`src/rtl/end_screen_pkg.sv`:
```
`default_nettype none
// ==========================================================================
// end_screen_pkg : states, colours, glyph codes and layout for end_screen_anim
// Revision 1.0
// ==========================================================================
package end_screen_pkg;

  typedef enum logic [1:0] {
    ST_IDLE     = 2'd0,
    ST_FADE_IN  = 2'd1,
    ST_HOLD     = 2'd2,
    ST_FADE_OUT = 2'd3
  } state_t;

  localparam logic [15:0] C_BLACK = 16'h0000;
  localparam logic [15:0] C_GREEN = 16'h07E0;
  localparam logic [15:0] C_RED   = 16'hF800;
  localparam logic [15:0] C_BLUE  = 16'h001F;
  localparam logic [15:0] C_GOLD  = 16'hFD40;

  localparam logic [3:0] C_GLYPH_V     = 4'd0;
  localparam logic [3:0] C_GLYPH_I     = 4'd1;
  localparam logic [3:0] C_GLYPH_C     = 4'd2;
  localparam logic [3:0] C_GLYPH_T     = 4'd3;
  localparam logic [3:0] C_GLYPH_O     = 4'd4;
  localparam logic [3:0] C_GLYPH_R     = 4'd5;
  localparam logic [3:0] C_GLYPH_Y     = 4'd6;
  localparam logic [3:0] C_GLYPH_D     = 4'd7;
  localparam logic [3:0] C_GLYPH_E     = 4'd8;
  localparam logic [3:0] C_GLYPH_F     = 4'd9;
  localparam logic [3:0] C_GLYPH_A     = 4'd10;
  localparam logic [3:0] C_GLYPH_BLANK = 4'd15;

  localparam int C_VIC_LEN     = 7;
  localparam int C_DEF_LEN     = 6;
  localparam int C_GLYPH_W     = 8;
  localparam int C_GLYPH_PITCH = 10;
  localparam int C_TITLE_Y0    = 24;
  localparam int C_TITLE_H     = 16;
  localparam int C_STRIPE_ROWS = 16;
  localparam int C_TROPHY_W    = 16;
  localparam int C_TROPHY_H    = 10;

  // Title centred on the pitch grid; the +2 drops the trailing inter-glyph gap.
  function automatic int title_x0(input int scr_w, input int n);
    return (scr_w - C_GLYPH_PITCH * n + 2) / 2;
  endfunction

  function automatic logic [3:0] title_glyph(input logic victory, input logic [2:0] idx);
    logic [3:0] g;
    g = C_GLYPH_BLANK;
    if (victory) begin
      case (idx)
        3'd0: g = C_GLYPH_V;
        3'd1: g = C_GLYPH_I;
        3'd2: g = C_GLYPH_C;
        3'd3: g = C_GLYPH_T;
        3'd4: g = C_GLYPH_O;
        3'd5: g = C_GLYPH_R;
        3'd6: g = C_GLYPH_Y;
        default: g = C_GLYPH_BLANK;
      endcase
    end else begin
      case (idx)
        3'd0: g = C_GLYPH_D;
        3'd1: g = C_GLYPH_E;
        3'd2: g = C_GLYPH_F;
        3'd3: g = C_GLYPH_E;
        3'd4: g = C_GLYPH_A;
        3'd5: g = C_GLYPH_T;
        default: g = C_GLYPH_BLANK;
      endcase
    end
    return g;
  endfunction

  // Trophy bitmap, MSB is the leftmost column: cup with handles, stem, base.
  function automatic logic [15:0] trophy_row(input logic [3:0] t);
    logic [15:0] m;
    case (t)
      4'd0:    m = 16'b0011111111111100;
      4'd1:    m = 16'b1111111111111111;
      4'd2:    m = 16'b1011111111111101;
      4'd3:    m = 16'b1101111111111011;
      4'd4:    m = 16'b0001111111111000;
      4'd5:    m = 16'b0000111111110000;
      4'd6:    m = 16'b0000001111000000;
      4'd7:    m = 16'b0000001111000000;
      4'd8:    m = 16'b0000111111110000;
      4'd9:    m = 16'b0011111111111100;
      default: m = 16'b0000000000000000;
    endcase
    return m;
  endfunction

endpackage
`default_nettype wire

```
`src/rtl/end_glyph_rom.sv`:
```
`default_nettype none
// ==========================================================================
// end_glyph_rom : 8x16 block-letter glyphs for the end-screen titles
// Revision 1.0
// ==========================================================================
module end_glyph_rom
  import end_screen_pkg::*;
(
  input  logic [3:0] code_i,
  input  logic [3:0] row_i,
  input  logic [2:0] col_i,
  output logic       pix_o
);

  logic w_left, w_right, w_centre, w_inner, w_top, w_bot, w_mid;

  // Glyphs are built from 2-px strokes rather than stored bitmaps.
  assign w_left   = (col_i <= 3'd1);
  assign w_right  = (col_i >= 3'd6);
  assign w_centre = (col_i == 3'd3) || (col_i == 3'd4);
  assign w_inner  = (col_i >= 3'd1) && (col_i <= 3'd6);
  assign w_top    = (row_i <= 4'd1);
  assign w_bot    = (row_i >= 4'd14);
  assign w_mid    = (row_i == 4'd7) || (row_i == 4'd8);

  always_comb begin
    pix_o = 1'b0;
    case (code_i)
      C_GLYPH_V: begin
        if (row_i <= 4'd9)       pix_o = w_left | w_right;
        else if (row_i <= 4'd11) pix_o = (col_i == 3'd1) || (col_i == 3'd2) ||
                                         (col_i == 3'd5) || (col_i == 3'd6);
        else if (row_i <= 4'd13) pix_o = (col_i >= 3'd2) && (col_i <= 3'd5);
        else                     pix_o = w_centre;
      end
      C_GLYPH_I: pix_o = (w_top | w_bot) ? w_inner : w_centre;
      C_GLYPH_C: pix_o = (w_top | w_bot) ? (col_i >= 3'd1) : w_left;
      C_GLYPH_T: pix_o = w_top | w_centre;
      C_GLYPH_O: pix_o = (w_top | w_bot) ? w_inner : (w_left | w_right);
      C_GLYPH_R: begin
        if (w_top | w_mid)       pix_o = (col_i <= 3'd6);
        else if (row_i <= 4'd6)  pix_o = w_left | w_right;
        else if (row_i <= 4'd11) pix_o = w_left | (col_i == 3'd5) | (col_i == 3'd6);
        else                     pix_o = w_left | w_right;
      end
      C_GLYPH_Y: begin
        if (row_i <= 4'd5)      pix_o = w_left | w_right;
        else if (row_i <= 4'd7) pix_o = w_inner;
        else                    pix_o = w_centre;
      end
      C_GLYPH_D: pix_o = (w_top | w_bot) ? (col_i <= 3'd5) : (w_left | w_right);
      C_GLYPH_E: pix_o = w_top | w_mid | w_bot | w_left;
      C_GLYPH_F: pix_o = w_top | w_mid | w_left;
      C_GLYPH_A: pix_o = w_top ? w_inner : (w_mid | w_left | w_right);
      default:   pix_o = 1'b0;
    endcase
  end

endmodule
`default_nettype wire

```
`src/rtl/end_screen_anim.sv`:
```
`default_nettype none
// ==========================================================================
// end_screen_anim : animated VICTORY/DEFEAT screen with fade, blink, scroll
// Revision 1.0
// ==========================================================================
module end_screen_anim
  import end_screen_pkg::*;
#(
  parameter int          SCR_W       = 96,
  parameter int          SCR_H       = 64,
  parameter int          TICK_DIV    = 6_250_000,
  parameter int          FADE_STEPS  = 8,
  parameter int          BLINK_TICKS = 8,
  parameter int          HOLD_TICKS  = 32,
  parameter logic [15:0] TEXT_COLOR  = 16'hFFFF
)(
  input  logic        clk,
  input  logic        reset,
  input  logic        start,
  input  logic        result,
  input  logic        ack,
  input  logic [6:0]  x,
  input  logic [5:0]  y,
  output logic [15:0] pixel_data,
  output logic        active,
  output logic        done
);

  localparam int C_FS_W   = $clog2(FADE_STEPS);
  localparam int C_LVL_W  = C_FS_W + 1;
  localparam int C_TDIV_W = (TICK_DIV > 1) ? $clog2(TICK_DIV) : 1;
  localparam int C_HOLD_W = $clog2(HOLD_TICKS + 1);
  localparam int C_BLNK_W = (BLINK_TICKS > 1) ? $clog2(BLINK_TICKS) : 1;
  localparam int C_PR_W   = 5 + C_FS_W + 1;
  localparam int C_PG_W   = 6 + C_FS_W + 1;

  localparam logic [C_LVL_W-1:0]  C_LVL_TOP   = C_LVL_W'(FADE_STEPS - 1);
  localparam logic [C_LVL_W-1:0]  C_LVL_ONE   = C_LVL_W'(1);
  localparam logic [C_TDIV_W-1:0] C_TDIV_LAST = C_TDIV_W'(TICK_DIV - 1);
  localparam logic [C_HOLD_W-1:0] C_HOLD_MAX  = C_HOLD_W'(HOLD_TICKS);
  localparam logic [C_BLNK_W-1:0] C_BLNK_LAST = C_BLNK_W'(BLINK_TICKS - 1);
  localparam logic [7:0] C_VIC_X0    = 8'(title_x0(SCR_W, C_VIC_LEN));
  localparam logic [7:0] C_DEF_X0    = 8'(title_x0(SCR_W, C_DEF_LEN));
  localparam logic [7:0] C_TROPHY_X0 = 8'(SCR_W / 2 - C_TROPHY_W / 2);
  localparam logic [6:0] C_TROPHY_Y0 = 7'(SCR_H - C_TROPHY_H - 4);

  state_t                state_q;
  logic                  result_q;
  logic [C_LVL_W-1:0]    level_q;
  logic [C_TDIV_W-1:0]   tcnt_q;
  logic [C_HOLD_W-1:0]   hold_q;
  logic [C_BLNK_W-1:0]   blink_cnt_q;
  logic                  blink_q;
  logic [3:0]            scroll_q;
  logic                  active_q;
  logic                  done_q;
  logic [15:0]           pixel_q;
  logic [15:0]           pixel_d;

  logic w_tick;
  assign w_tick = (state_q != ST_IDLE) && (tcnt_q == C_TDIV_LAST);

  always_ff @(posedge clk or posedge reset) begin
    if (reset) begin
      state_q     <= ST_IDLE;
      result_q    <= 1'b0;
      level_q     <= '0;
      tcnt_q      <= '0;
      hold_q      <= '0;
      blink_cnt_q <= '0;
      blink_q     <= 1'b0;
      scroll_q    <= '0;
      active_q    <= 1'b0;
      done_q      <= 1'b0;
    end else begin
      done_q <= 1'b0;
      if (state_q != ST_IDLE)
        tcnt_q <= w_tick ? '0 : tcnt_q + 1'b1;
      case (state_q)
        ST_IDLE: begin
          if (start) begin
            result_q    <= result;
            level_q     <= '0;
            tcnt_q      <= '0;
            hold_q      <= '0;
            blink_cnt_q <= '0;
            blink_q     <= 1'b0;
            scroll_q    <= '0;
            active_q    <= 1'b1;
            state_q     <= ST_FADE_IN;
          end
        end
        ST_FADE_IN: begin
          if (w_tick) begin
            level_q <= level_q + 1'b1;
            if (level_q == C_LVL_TOP)
              state_q <= ST_HOLD;
          end
        end
        ST_HOLD: begin
          // Restarting the tick counter makes the fade-out a fixed length.
          if (ack && (hold_q == C_HOLD_MAX)) begin
            tcnt_q  <= '0;
            state_q <= ST_FADE_OUT;
          end else if (w_tick) begin
            scroll_q <= scroll_q + 4'd1;
            if (hold_q != C_HOLD_MAX)
              hold_q <= hold_q + 1'b1;
            if (blink_cnt_q == C_BLNK_LAST) begin
              blink_cnt_q <= '0;
              blink_q     <= ~blink_q;
            end else begin
              blink_cnt_q <= blink_cnt_q + 1'b1;
            end
          end
        end
        ST_FADE_OUT: begin
          if (w_tick) begin
            level_q <= level_q - 1'b1;
            if (level_q == C_LVL_ONE) begin
              state_q  <= ST_IDLE;
              active_q <= 1'b0;
              done_q   <= 1'b1;
            end
          end
        end
        default: state_q <= ST_IDLE;
      endcase
    end
  end

  logic [7:0]  w_x8;
  logic [6:0]  w_y7;
  logic [7:0]  w_tx0;
  logic [2:0]  w_tlen;
  logic        w_title_hit;
  logic [2:0]  w_gidx;
  logic [2:0]  w_gcol;
  logic [3:0]  w_grow;
  logic [3:0]  w_gcode;
  logic        w_gpix;
  logic        w_in_title;
  logic        w_show_title;
  logic [3:0]  w_srow;
  logic        w_in_trophy;
  logic [15:0] w_trow;
  logic [3:0]  w_tdx;
  logic        w_tbit;
  logic [15:0] w_scene;

  assign w_x8   = {1'b0, x};
  assign w_y7   = {1'b0, y};
  assign w_tx0  = result_q ? C_VIC_X0 : C_DEF_X0;
  assign w_tlen = result_q ? 3'(C_VIC_LEN) : 3'(C_DEF_LEN);

  always_comb begin
    w_title_hit = 1'b0;
    w_gidx      = '0;
    w_gcol      = '0;
    for (int i = 0; i < C_VIC_LEN; i++) begin
      if ((3'(i) < w_tlen) &&
          (w_x8 >= w_tx0 + 8'(C_GLYPH_PITCH * i)) &&
          (w_x8 <  w_tx0 + 8'(C_GLYPH_PITCH * i + C_GLYPH_W))) begin
        w_title_hit = 1'b1;
        w_gidx      = 3'(i);
        w_gcol      = 3'(w_x8 - w_tx0 - 8'(C_GLYPH_PITCH * i));
      end
    end
  end

  assign w_in_title   = (w_y7 >= 7'(C_TITLE_Y0)) && (w_y7 < 7'(C_TITLE_Y0 + C_TITLE_H));
  assign w_grow       = 4'(w_y7 - 7'(C_TITLE_Y0));
  assign w_gcode      = title_glyph(result_q, w_gidx);
  assign w_show_title = (state_q != ST_HOLD) || !blink_q;

  end_glyph_rom u_glyph_rom (
    .code_i (w_gcode),
    .row_i  (w_grow),
    .col_i  (w_gcol),
    .pix_o  (w_gpix)
  );

  assign w_srow      = y[3:0] + scroll_q;
  assign w_in_trophy = (w_y7 >= C_TROPHY_Y0) && (w_y7 < C_TROPHY_Y0 + 7'(C_TROPHY_H)) &&
                       (w_x8 >= C_TROPHY_X0) && (w_x8 < C_TROPHY_X0 + 8'(C_TROPHY_W));
  assign w_trow      = trophy_row(4'(w_y7 - C_TROPHY_Y0));
  assign w_tdx       = 4'(w_x8 - C_TROPHY_X0);
  assign w_tbit      = w_trow[4'd15 - w_tdx];

  always_comb begin
    w_scene = C_BLACK;
    if (w_y7 < 7'(C_STRIPE_ROWS)) begin
      if (result_q) begin
        if (w_srow == 4'd3)                          w_scene = C_GREEN;
        else if ((w_srow == 4'd8) || (w_srow == 4'd9)) w_scene = C_RED;
        else if (w_srow >= 4'd13)                    w_scene = C_BLUE;
      end else if ((w_srow == 4'd3) || (w_srow == 4'd8) || (w_srow == 4'd9) ||
                   (w_srow >= 4'd13)) begin
        w_scene = C_RED;
      end
    end
    if (result_q && w_in_trophy && w_tbit)
      w_scene = C_GOLD;
    if (w_in_title && w_title_hit && w_gpix && w_show_title)
      w_scene = TEXT_COLOR;
  end

  // Products carry one extra bit so level == FADE_STEPS passes colours through exactly.
  logic [C_PR_W-1:0] w_prod_r;
  logic [C_PG_W-1:0] w_prod_g;
  logic [C_PR_W-1:0] w_prod_b;

  assign w_prod_r = C_PR_W'(w_scene[15:11]) * C_PR_W'(level_q);
  assign w_prod_g = C_PG_W'(w_scene[10:5])  * C_PG_W'(level_q);
  assign w_prod_b = C_PR_W'(w_scene[4:0])   * C_PR_W'(level_q);

  assign pixel_d = (state_q == ST_IDLE) ? 16'h0000 :
                   {5'(w_prod_r >> C_FS_W), 6'(w_prod_g >> C_FS_W), 5'(w_prod_b >> C_FS_W)};

  always_ff @(posedge clk or posedge reset) begin
    if (reset) pixel_q <= '0;
    else       pixel_q <= pixel_d;
  end

  assign pixel_data = pixel_q;
  assign active     = active_q;
  assign done       = done_q;

endmodule
`default_nettype wire
```
`config.mk`:
```
export PLATFORM = sky130hd
export DESIGN_NAME = end_screen_anim
export DESIGN_NICKNAME = d
export VERILOG_FILES = /design/src/rtl/end_screen_pkg.sv /design/src/rtl/end_glyph_rom.sv /design/src/rtl/end_screen_anim.sv
export SDC_FILE = /design/constraint.sdc
export NUM_CORES = 1
export LEC_CHECK = 0
export BUFFER_PORTS_ARGS = -buffer_cell sky130_fd_sc_hd__buf_2
export CAP_MARGIN = 40
export CELL_PAD_IN_SITES_DETAIL_PLACEMENT = 1
export CELL_PAD_IN_SITES_GLOBAL_PLACEMENT = 2
export CORE_MARGIN = 4
export CORE_UTILIZATION = 35
export CTS_CLUSTER_DIAMETER = 30
export CTS_CLUSTER_SIZE = 28
export DETAILED_ROUTE_END_ITERATION = 10
export PLACE_DENSITY = 0.79
export SLEW_MARGIN = 20
export SYNTH_ARGS = -nofsm -noshare
export SYNTH_HDL_FRONTEND = slang
export SYNTH_SLANG_ARGS = --single-unit
```
`constraint.sdc`:
```
create_clock -name clk -period 6.25 [get_ports clk]
set_input_delay 0.9375 -clock clk [delete_from_list [all_inputs] [get_ports clk]]
set_output_delay 0.9375 -clock clk [all_outputs]
set_load 0.1 [all_outputs]
```
-- Word level (Yosys, flattened, before mapping)
Memory sizes are Yosys's and may differ from the RTL's.
Cells that the tools add are included.
- bits in registers: 62
- bits in read-only memories: 256
- input bits: 18
- output and inout port bits: 18
- word-level logic and storage cells: 293
- memories kept: 1
- add/sub/neg operators: 31
- multiply operators: 3
- magnitude comparators: 44
- equality and inequality tests: 47
- muxes and demuxes: 91
- bitwise operators: 12
- reduce and logical (&&, ||, !) cells: 53
- memory list (name ; depth ; bits a word ; read ports ; clocked after memory_dff ; write ports ; RTL line ; text):
    (no name shown) ; 16 ; 16 ; 1 ; 0 ; 0 ; end_screen_pkg.sv:80 ; case (t)
- operator list (cell ; number):
    $mux W16 ; 8
    $mux W23 ; 4
    $mux W3 ; 16
    $pmux W23 S2 ; 1
    $add A5 B6 Y7 const B ; 6
    $mux W1 ; 33
    $pmux W4 S7 ; 1
    $logic_and A1 B1 Y1 ; 27
    $add A5 B5 Y6 const B ; 4
    $eq A4 B3 Y1 const B ; 6
    $eq A4 B4 Y1 const B ; 6
    $mux W4 ; 6
    $mux W6 ; 4
    $add A23 B1 Y23 const B ; 1
    $eq A23 B23 Y1 const B ; 1
    $ne A2 B2 Y1 const B ; 11
    $eq A3 B3 Y1 const B ; 7
    $ge A7 B6 Y1 ; 3
    $ge A7 B7 Y1 ; 3
    $lt A7 B6 Y1 ; 3
    $lt A7 B7 Y1 ; 3
    $pmux W4 S5 ; 1
    $mul A5 B4 Y8 ; 2
    $add A5 B4 Y6 const B ; 2
    other kinds (67) ; 122

-- Logic depth before layout (Yosys ltp)
Gate-level depths: netlist (run 1).
- depth in word-level cells: 23
- depth in mapped cells: 33
- depth with buffers taken out: 32

-- Cells and area by module
From an unflattened synthesis (run 1), not the netlist that was laid out.
- cell total of the unflattened synthesis: 713
- area total of the unflattened synthesis: 6137.1 sq um
- by module, submodules not included (module ; instances ; cells each ; area each (sq um) ; seq. area each (sq um)):
    end_screen_anim ; 1 ; 628 ; 5562.8 ; 1551.5
    end_glyph_rom ; 1 ; 85 ; 574.3 ; 0.0

-- Worst setup path before layout (run 1)
OpenSTA, ideal clock, no wires.
- kind: input to register
- start: input x[0]
- end: register pixel_q[15] (netlist: pixel_data[15])
- library setup time: 0.128 ns
- data arrival time: 7.007 ns
- data required time: 6.122 ns
- path slack: -0.884 ns
- stages: 27
- path buffers: 0
- cell sequence: inv_1 > ha_1 > inv_1 > ha_1 > inv_1 > o2111a_1 > a31oi_4 > or3b_1 > o41a_1 > inv_1 > ha_1 > a21oi_1 > mux2_2 > a221o_1 > o21ai_1 > o211ai_4 > nand2_2 > nand2_1 > fa_1 > inv_1 > fa_1 > inv_1 > ha_1 > and4_1 > a221oi_2 > o311ai_2 > mux2_1
- word-level cells in the longest chain between the ends: 22
- elaborated cells on any way between the ends: 134
- classes of those cells: add/sub: 9; mul: 1; order compare: 22; eq/ne: 22; mux: 42; bitwise: 8; reduce/logical: 30
- ends and longest elaborated chain (what ; RTL line ; text):
    from (decl) ; end_screen_anim.sv:22 ; input logic [6:0] x,
    parallel branches: the longest is 19 deep, another holds $sub A3 B3 Y3 ; -- ;
    $mux W16 * ; end_screen_anim.sv:204 ; if (w_in_title && w_title_hit && w_gpix && w_show_title)
    $mul A5 B4 Y8 * ; end_screen_anim.sv:213 ; assign w_prod_r = C_PR_W'(w_scene[15:11]) * C_PR_W'(level_q);
    $mux W16 * ; end_screen_anim.sv:217 ; assign pixel_d = (state_q == ST_IDLE) ? 16'h0000 :
    named net pixel_d[15] ; end_screen_anim.sv:58 ; logic [15:0] pixel_d;
    to (signal assigned) ; end_screen_anim.sv:222 ; else pixel_q <= pixel_d;
    to (decl) ; end_screen_anim.sv:57 ; logic [15:0] pixel_q;
Mark *: on every way through the listed nets, which the timed path passes. The select of a mux whose other input is x is not followed.
A chain may end at the register's enable or synchronous reset.

-- Final worst setup path (run 1)
- start: input x[2]
- end: register pixel_q[15] (netlist: pixel_data[15])
Same word-level chain as after synthesis.

==> impl_metrics.toml, run 1 <==
[flow_run]
cap_violations = 0

[routing]
drc = 0
dr.first_iter.drc_count = 240
ant_nets = 0
viasPerCell = 5.24
vias = 5911
wl_met3_um = 467
met2_length_um = 9760
highest_layer = "met4"
drt_pass1_iterations = 4
wire_per_inst_um = 16.7
wl_um = 18900
wirelength_met1_um = 8440

[sta]
grt_setup_unrepaired = "true"
fmax_mhz = 153
worst_pin_slew_ns = 0.632
layout_worst_path_cycle_share_pct = 105
finClkSkew_ns = 0.00789
slew_headroom_pct = 57.5
hold_violations = 0
hold_ws_ns = 0.503
timing.final.setup_violations = 9
period_needed_ns = 6.54
setup_ws_ns = -0.290
drv_slew = 0

[power_and_ir_drop]
p_int_mw = 0.875
pwr-share-seq_pct = 31.5
leakagePower_nw = 4.20
irDropWorstVdd_mv = 0.158
switching_share_pct = 32.5
power_mw = 1.30
clkPwrFrac_pct = 37.0
combPwrFrac_pct = 31.5
p_per_area_mw_per_mm2 = 154
switchingPower_mw = 0.421

[layout]
drive_gt1_share_pct = 33.3
fin_util_pct = 48.8
fin_nets = 996
syn2layout_area_growth_pct = 37.4
antennaDiodeCount = 0

[synth]
synth_top_area_share_pct = 25.4
ys_top_cells_by_count = "nor2_1, nand2_1, inv_1, dfrtp_1, ha_1"
ys_async_sr_fraction_pct = 100
netlist_top_cells_area = "dfrtp_1, ha_1, fa_1, nor2_1, nand2_1"
synth_nets = 826
yosysTopAreaCell = "dfrtp_1"
syn_avg_cell_area_um2 = 8.39
syn_area_mm2 = 0.00612
seq_area_frac_synth_pct = 25.4
synth_edf_count = 0
synthMostInstantiatedCell = "nor2_1"
synth-seq-cells = 62
syn_inst = 729
synth.distinct_cells = 77
dominantRegCellSynth = "dfrtp_1"
synth_warnings = 0

[floorplanning]
rows = 48
start_util_pct = 35.5
core_mm2 = 0.0172
die_area_mm2 = 0.0197
die_h_um = 140
die_w_um = 140
num_io_pins = 36

[status]
violations = "setup timing"
status = "finished, violations left"

[grt]
overflow = 0
grt_usage_pct = 19.8
grt_pass1_vias = 6611
grt_max_degree = 63
grt_antenna_before_repair = 0
grt_pass1_wl_um = 32300

[hold_path]
min_path_type = "register to register"

[setup_path]
crit_type = "input pin to register"
critPathCaptureType = "register"
critPathArrivalTime_ns = 6.77
max_stage_delay_ns = 0.61
critPathRequiredTime_ns = 6.48
critPathSlowestCell = "fa_2"
crit_fanout = 6
startpoint_type = "input pin"

[clocking]
clockBufferDepth = 2
clkSlewWorstSetupHoldPaths_ns = 0.05
clock-sinks = 62
cts_tree = "built"
h-tree-depth = 3
numCtsBuffers = 9
insertion_delay_ns = 0.35
hold_buffers = 0
cts_root_buf = "clkbuf_16"

[placed_design]
port_buffers = 35
dp_hpwl_um = 14500
gpl.final_weighted_congestion = 0.901
-- per-layer routing --
layer | track usage, % | vias up
li1 | - | 2868
met1 | 24.5 | 2952
met2 | 35.8 | 73
met3 | 3.31 | 18
met4 | 4.74 | 0
met5 | 0 | -
-- repair_timing --
item	in CTS	in global routing
pin swaps	26	20
endpoints found under the setup margin	14	15
buffers inserted	10	7
gates resized for setup	38	32
-- final cells by class --
cell class                      count  area, um^2
Fill cell                        2020        8830
Multi-Input combinational cell    571        4650
Sequential cell                    62        1550
Timing Repair Buffer              184        1340
Inverter                           71         285
Tap cell                          225         282
Clock buffer                       11         253
Clock inverter                      5        33.8
-- power groups by stage --
stage,clock network (mW),logic (mW),registers [mW]
finish,0.479,0.408,0.409
floorplan,0,0.181,0.458
detailed placement,0,0.363,0.416
global placement,0,0.354,0.416
global route,0.519,0.442,0.409
CTS,0.494,0.391,0.409
-- cell families after synthesis --
logic type / synth area share, %
fa+ha+maj: 18.5
compound gates: 17.8
buf+inv: 6.07
flops: 25.4
simple gates: 22.9
mux: 2.62
xor+xnor: 6.73
-- worst paths after layout --
| kind | start | to | slack, ns | depth (start not counted) |
|---|---|---|---|---|
| setup / recovery | x[2] | pixel_data[15]$_DFF_PP0_ | -0.29 | 25 |
| hold / removal | blink_cnt_q[0]$_DFFE_PP0P_ | blink_cnt_q[0]$_DFFE_PP0P_ | 0.50 | 1 |
| setup reg to reg | result_q$_DFFE_PP0P_ | pixel_data[15]$_DFF_PP0_ | -0.29 | 26 |
| hold reg to reg | blink_cnt_q[0]$_DFFE_PP0P_ | blink_cnt_q[0]$_DFFE_PP0P_ | 0.50 | 1 |
| max in group asynchronous | reset | pixel_data[0]$_DFF_PP0_ | 5.18 | 4 |
| min in group asynchronous | reset | tcnt_q[20]$_DFF_PP0_ | 0.56 | 3 |
-- stage by stage --
step | area (um^2) | instances | setup TNS (ns) | setup slack [ns]
final | 8400 | 1129 | -1.48 | -0.290
after global routing | 8400 | 1129 | -4.63 | -0.550
after CTS | 8180 | 1120 | -1.15 | -0.269
after detailed placement | 7660 | 1094 | -9.66 | -0.944
after global placement | 7660 | 1094 | -7.39 | -0.750
after floorplan | 6320 | 729 | -2.17 | -0.492
-- state kept, by name, indices dropped and copies added, names as in the netlist, 2 cells and up --
| name | cells |
|---|---|
| tcnt_q | 23 |
| pixel_data | 16 |
| hold_q | 6 |
| level_q | 4 |
| scroll_q | 4 |
| blink_cnt_q | 3 |
| state_q | 2 |
-- layout by cell type, fill, tap and decap left out, drive strengths merged, types with 24 or more instances in the layout --
cell and count:
inv 70, o21ai 35, nand3 25, nor2 84, ha 60, dfrtp 62, xnor2 24, buf 183
a21oi 27, nand2 77
-- critical path: cells and delay by family --
family,cells,cell delay (ns)
muxes,1,0.32
adders and majority gates,5,1.83
buffers and inverters,4,0.40
AOI/OAI and AO/OA,9,1.95
and+or+nand+nor,6,1.32
(Power assumes the default switching activity.)
==> inputs of run 2 (changes only) <==
SETUP_SLACK_MARGIN = 0.2   (was unset)
==> impl_metrics.toml, run 2 (synthesis results as in run 1) <==
[floorplanning]
die_area_mm2 = 0.0197
start_util_pct = 35.5
die_w_um = 140
num_io_pins = 36
core_mm2 = 0.0172
die_h_um = 140
rows = 48

[placed_design]
gpl.final_weighted_congestion = 0.863
dp.cells = 1089
dp_slack_ns = -0.906
port_buffers = 35
dp_hpwl_um = 14700
place_area_mm2 = 0.00761

[sta]
grt_setup_unrepaired = "true"
slew_headroom_pct = 50.5
fmax_mhz = 154
worst_pin_slew_ns = 0.736
hold_ws_ns = 0.483
hold_violations = 0
period_needed_ns = 6.49
setup_tns_ns = -1.68
layout_worst_path_cycle_share_pct = 104
setup_ws_ns = -0.236
timing.final.setup_violations = 10
finClkSkew_ns = 0.00660
drv_slew = 0

[layout]
drive_gt1_share_pct = 35.6
fin_util_pct = 49.8
multiInputGateArea_mm2 = 0.00475
fin_nets = 1005
syn2layout_area_growth_pct = 40.3
antennaDiodeCount = 0
fillers = 2002
fin_area_mm2 = 0.00858
final_cell_mix = "buf_4, nor2_1, nand2_1"
max_flop_register = "tcnt_q"
fin_cells = 1137
layout_commonest_cell = "buf_4"
regArea_mm2 = 0.00155
largest_register_ffs = 23

[grt]
grt_pass1_wl_um = 33400
grt_antenna_before_repair = 0
grt_max_degree = 63
grt_usage_pct = 20.6
overflow = 0
grt_pass1_vias = 6571

[setup_path]
critPathSlowestCell = "fa_1"
crit_fanout = 6
crit_type = "register to register"
max_stage_delay_ns = 0.57
critPathCaptureType = "register"
critPathArrivalTime_ns = 6.70
critPathRequiredTime_ns = 6.46
startpoint_type = "register"

[status]
violations = "setup timing"
status = "finished, violations left"

[power_and_ir_drop]
irDropWorstVdd_mv = 0.139
leakagePower_nw = 4.30
power_mw = 1.38
p_per_area_mw_per_mm2 = 161

[clocking]
h-tree-depth = 3
cts_tree = "built"
cts_root_buf = "clkbuf_16"
clkSlewWorstSetupHoldPaths_ns = 0.06
hold_buffers = 0
clockBufferDepth = 2
clock-sinks = 62
numCtsBuffers = 9
insertion_delay_ns = 0.34

[routing]
wl_um = 20100
vias = 5931
wire_per_inst_um = 17.7
viasPerCell = 5.22
drc = 0
drt_pass1_iterations = 4
dr.first_iter.drc_count = 182
ant_nets = 0

[hold_path]
min_path_type = "register to register"

[flow_run]
cap_violations = 0
==> run 2: cell count changes in the layout (fill, tap and decap cells not counted), moves of 3 or more <==
cell / previous run / this run
buf_6: 2 / 9
buf_4: 145 / 149
a21oi_2: 4 / 7
nand2_4: 3 / 6
==> run 2: per-layer routing <==
layer | up-vias | wire [um] | track usage, % | share of wire [%]
met3 | 20 | 403 | 2.83 | 2.0
met5 | - | 0 | 0 | 0
li1 | 2888 | - | - | -
met2 | 65 | 10500 | 37.4 | 52
met1 | 2958 | 9030 | 26.2 | 45
met4 | 0 | 246 | 3.98 | 1.2
==> run 2: timing repair <==
item | 4_1_cts | 5_1_grt
resized for setup | 70 | 26
pin swaps | 42 | 20
setup endpoints to repair | 15 | 16
hold endpoints to repair | 0 | 0
buffers inserted | 25 | 7
==> run 2: area by class of cell <==
| cell class | instances | share of cell area [%] |
|---|---|---|
| inverter | 71 | 3.32 |
| sequential | 62 | 18.1 |
| clock inverter | 3 | 0.496 |
| multi-input combinational | 571 | 55.3 |
| clock buffer | 12 | 3.10 |
| timing repair buffer | 193 | 16.4 |
| tap | 225 | 3.28 |
==> run 2: final timing paths <==
check / slack [ns] / cells past startpoint / to / from
hold reg to reg: 0.48 / 2 / blink_cnt_q[1]$_DFFE_PP0P_ / blink_cnt_q[1]$_DFFE_PP0P_
setup / recovery: -0.24 / 30 / pixel_data[10]$_DFF_PP0_ / result_q$_DFFE_PP0P_
hold / removal: 0.48 / 2 / blink_cnt_q[1]$_DFFE_PP0P_ / blink_cnt_q[1]$_DFFE_PP0P_
setup reg to reg: -0.24 / 30 / pixel_data[10]$_DFF_PP0_ / result_q$_DFFE_PP0P_
max in group asynchronous: 5.06 / 4 / pixel_data[4]$_DFF_PP0_ / reset
min in group asynchronous: 0.66 / 3 / hold_q[4]$_DFFE_PP0P_ / reset
==> run 2: critical path: cells and delay by family (launching register included) <==
kind,cells,cell delay (ns)
AND/OR/NAND/NOR,10,1.43
buffers and inverters,6,0.85
adder cells (fa/ha/maj),4,1.55
flip-flops,1,0.40
XOR/XNOR,3,0.36
AO/OA/AOI/OAI,7,1.77
==> run 2: power by group <==
| part | switching, mW | internal [mW] | total (mW) |
|---|---|---|---|
| clock | 0.193 | 0.339 | 0.532 |
| sequential | 0.00150 | 0.407 | 0.409 |
| combinational | 0.243 | 0.195 | 0.438 |
| total | 0.438 | 0.941 | 1.38 |
==> inputs of run 3 (changes only) <==
==> constraint.sdc (replaced) <==
create_clock -name clk -period 6.25 [get_ports clk]
set_input_delay 0.3125 -clock clk [delete_from_list [all_inputs] [get_ports clk]]
set_output_delay 0.3125 -clock clk [all_outputs]
set_load 0.1 [all_outputs]
==> impl_metrics.toml, run 3 (synthesis results as in run 1) <==
[power_and_ir_drop]
combPwrFrac_pct = 29.7
irDropWorstVdd_mv = 0.143
clkPwrFrac_pct = 38.5
p_int_mw = 0.855
p_per_area_mw_per_mm2 = 162
pwr-share-seq_pct = 31.8
switching_share_pct = 33.6
leakagePower_nw = 3.96
switchingPower_mw = 0.432
power_mw = 1.29

[clocking]
insertion_delay_ns = 0.35
clock-sinks = 62
cts_root_buf = "clkbuf_16"
numCtsBuffers = 9
cts_tree = "built"
h-tree-depth = 3
clkSlewWorstSetupHoldPaths_ns = 0.07
clockBufferDepth = 2

[routing]
dr.first_iter.drc_count = 231
viasPerCell = 5.31
vias = 5733
ant_nets = 0
drt_pass1_iterations = 4
wire_per_inst_um = 17.3
drc = 0
wl_um = 18700

[sta]
period_needed_ns = 6.35
timing.final.setup_violations = 3
setup_tns_ns = -0.238
grt_setup_unrepaired = "true"
hold_ws_ns = 0.221
drv_slew = 0
slew_headroom_pct = 51.8
layout_worst_path_cycle_share_pct = 102
worst_pin_slew_ns = 0.711
fmax_mhz = 157
finClkSkew_ns = 0.0151
hold_violations = 0
setup_ws_ns = -0.103

[status]
violations = "setup timing"
status = "finished, violations left"

[hold_path]
min_path_type = "input pin to register"
holdCritStartpoint = "result"

[setup_path]
critPathArrivalTime_ns = 6.58
crit_type = "register to register"
startpoint_type = "register"
crit_fanout = 6
critPathLaunch = "result_q$_DFFE_PP0P_"
regToRegStartpoint = "result_q$_DFFE_PP0P_"
critPathCaptureType = "register"
critPathRequiredTime_ns = 6.47

[floorplanning]
start_util_pct = 35.5
die_area_mm2 = 0.0197
die_h_um = 140
die_w_um = 140
rows = 48
num_io_pins = 36
core_mm2 = 0.0172

[layout]
fin_nets = 947
max_flop_register = "tcnt_q"
fillers = 2038
syn2layout_area_growth_pct = 29.9
drive_gt1_share_pct = 28.3
fin_cells = 1080
final_cell_mix = "buf_4, nor2_1, nand2_1"
antennaDiodeCount = 0
layout_commonest_cell = "buf_4"
largest_register_ffs = 23

[grt]
grt_pass1_vias = 6325
grt_antenna_before_repair = 0
grt_pass1_wl_um = 31400
grt_usage_pct = 19.3
overflow = 0
grt_max_degree = 49

[placed_design]
gpl.final_weighted_congestion = 0.893
dp.cells = 1043
dp_hpwl_um = 14100
port_buffers = 35

[flow_run]
cap_violations = 0
==> run 3: cell types whose count changed in the layout (fill, tap and decap cells not counted), sizes merged <==
cell / change
dlygate4sd3: +1
bufinv: -1
clkbuf: -1
buf: -59
clkinvlp: -2
inv: +2
clkinv: +3
==> run 3: repair_timing <==
| item | in CTS | in global routing |
|---|---|---|
| endpoints found under the hold margin | 14 | 0 |
| pin swaps | 22 | 21 |
| setup buffers | 12 | 8 |
| setup endpoints to repair | 13 | 12 |
| resized for setup | 33 | 27 |
| hold buffers | 1 | 0 |
| gates cloned | 0 | 0 |
==> run 3: final cells by class <==
class                      instances  area [um^2]  area share [%]
tap                              225          282            3.54
sequential                        62         1550            19.5
multi-input combinational        571         4570            57.5
clock inverter                     5         32.5           0.409
timing repair buffer             135          978            12.3
inverter                          71          277            3.48
clock buffer                      11          253            3.18
==> run 3: power groups by stage <==
stage / clock [mW] / combinational, mW / sequential (mW)
detailed placement: 0 / 0.338 / 0.416
global placement: 0 / 0.328 / 0.416
CTS: 0.510 / 0.367 / 0.409
floorplan: 0 / 0.179 / 0.458
finish: 0.496 / 0.382 / 0.409
global route: 0.530 / 0.413 / 0.409
==> run 3: worst paths after layout <==
path                            slack, ns                         end  cells past startpoint
worst max-delay path                -0.10     pixel_data[4]$_DFF_PP0_                     26
worst min-delay path                 0.22        result_q$_DFFE_PP0P_                      2
worst max register to register      -0.10     pixel_data[4]$_DFF_PP0_                     26
worst min register to register       0.49  blink_cnt_q[1]$_DFFE_PP0P_                      2
max in group asynchronous            5.18    pixel_data[14]$_DFF_PP0_                      5
min in group asynchronous            0.54        result_q$_DFFE_PP0P_                      4
==> run 3: worst max-delay path, cell delays in order (launching register included) <==
cell and delay (ns):
dfrtp_2 0.45, inv_8 0.10, ha_4 0.20, nand2b_4 0.14
a31o_4 0.24, o2111a_2 0.25, or3b_4 0.39, o41a_1 0.38
buf_4 0.17, buf_6 0.12, nor3_4 0.22, buf_6 0.16
xnor2_2 0.11, nor3_2 0.05, o211ai_1 0.34, o211ai_4 0.19
buf_4 0.17, buf_6 0.11, nand2_4 0.07, nand2_2 0.07
fa_2 0.60, fa_1 0.48, ha_4 0.29, and4_4 0.23
a221oi_4 0.07, o311ai_2 0.26, mux2_1 0.35
==> run 3: metal layers <==
layer  global-route usage (%)  routed length (um)
met5                        0                   0
met4                     5.35                 290
met3                     3.21                 572
met2                     34.8                9580
met1                     23.8                8210
==> run 3: through the flow <==
stage                     utilization, %  cell area (um^2)  worst slack (ns)
after floorplan                        -              6300            -0.103
after global placement              41.9              7230            -0.101
after detailed placement            42.1              7260            -0.274
after CTS                           45.1              7770           -0.0534
after global routing                46.1              7950            -0.328
final                               46.1              7950            -0.103
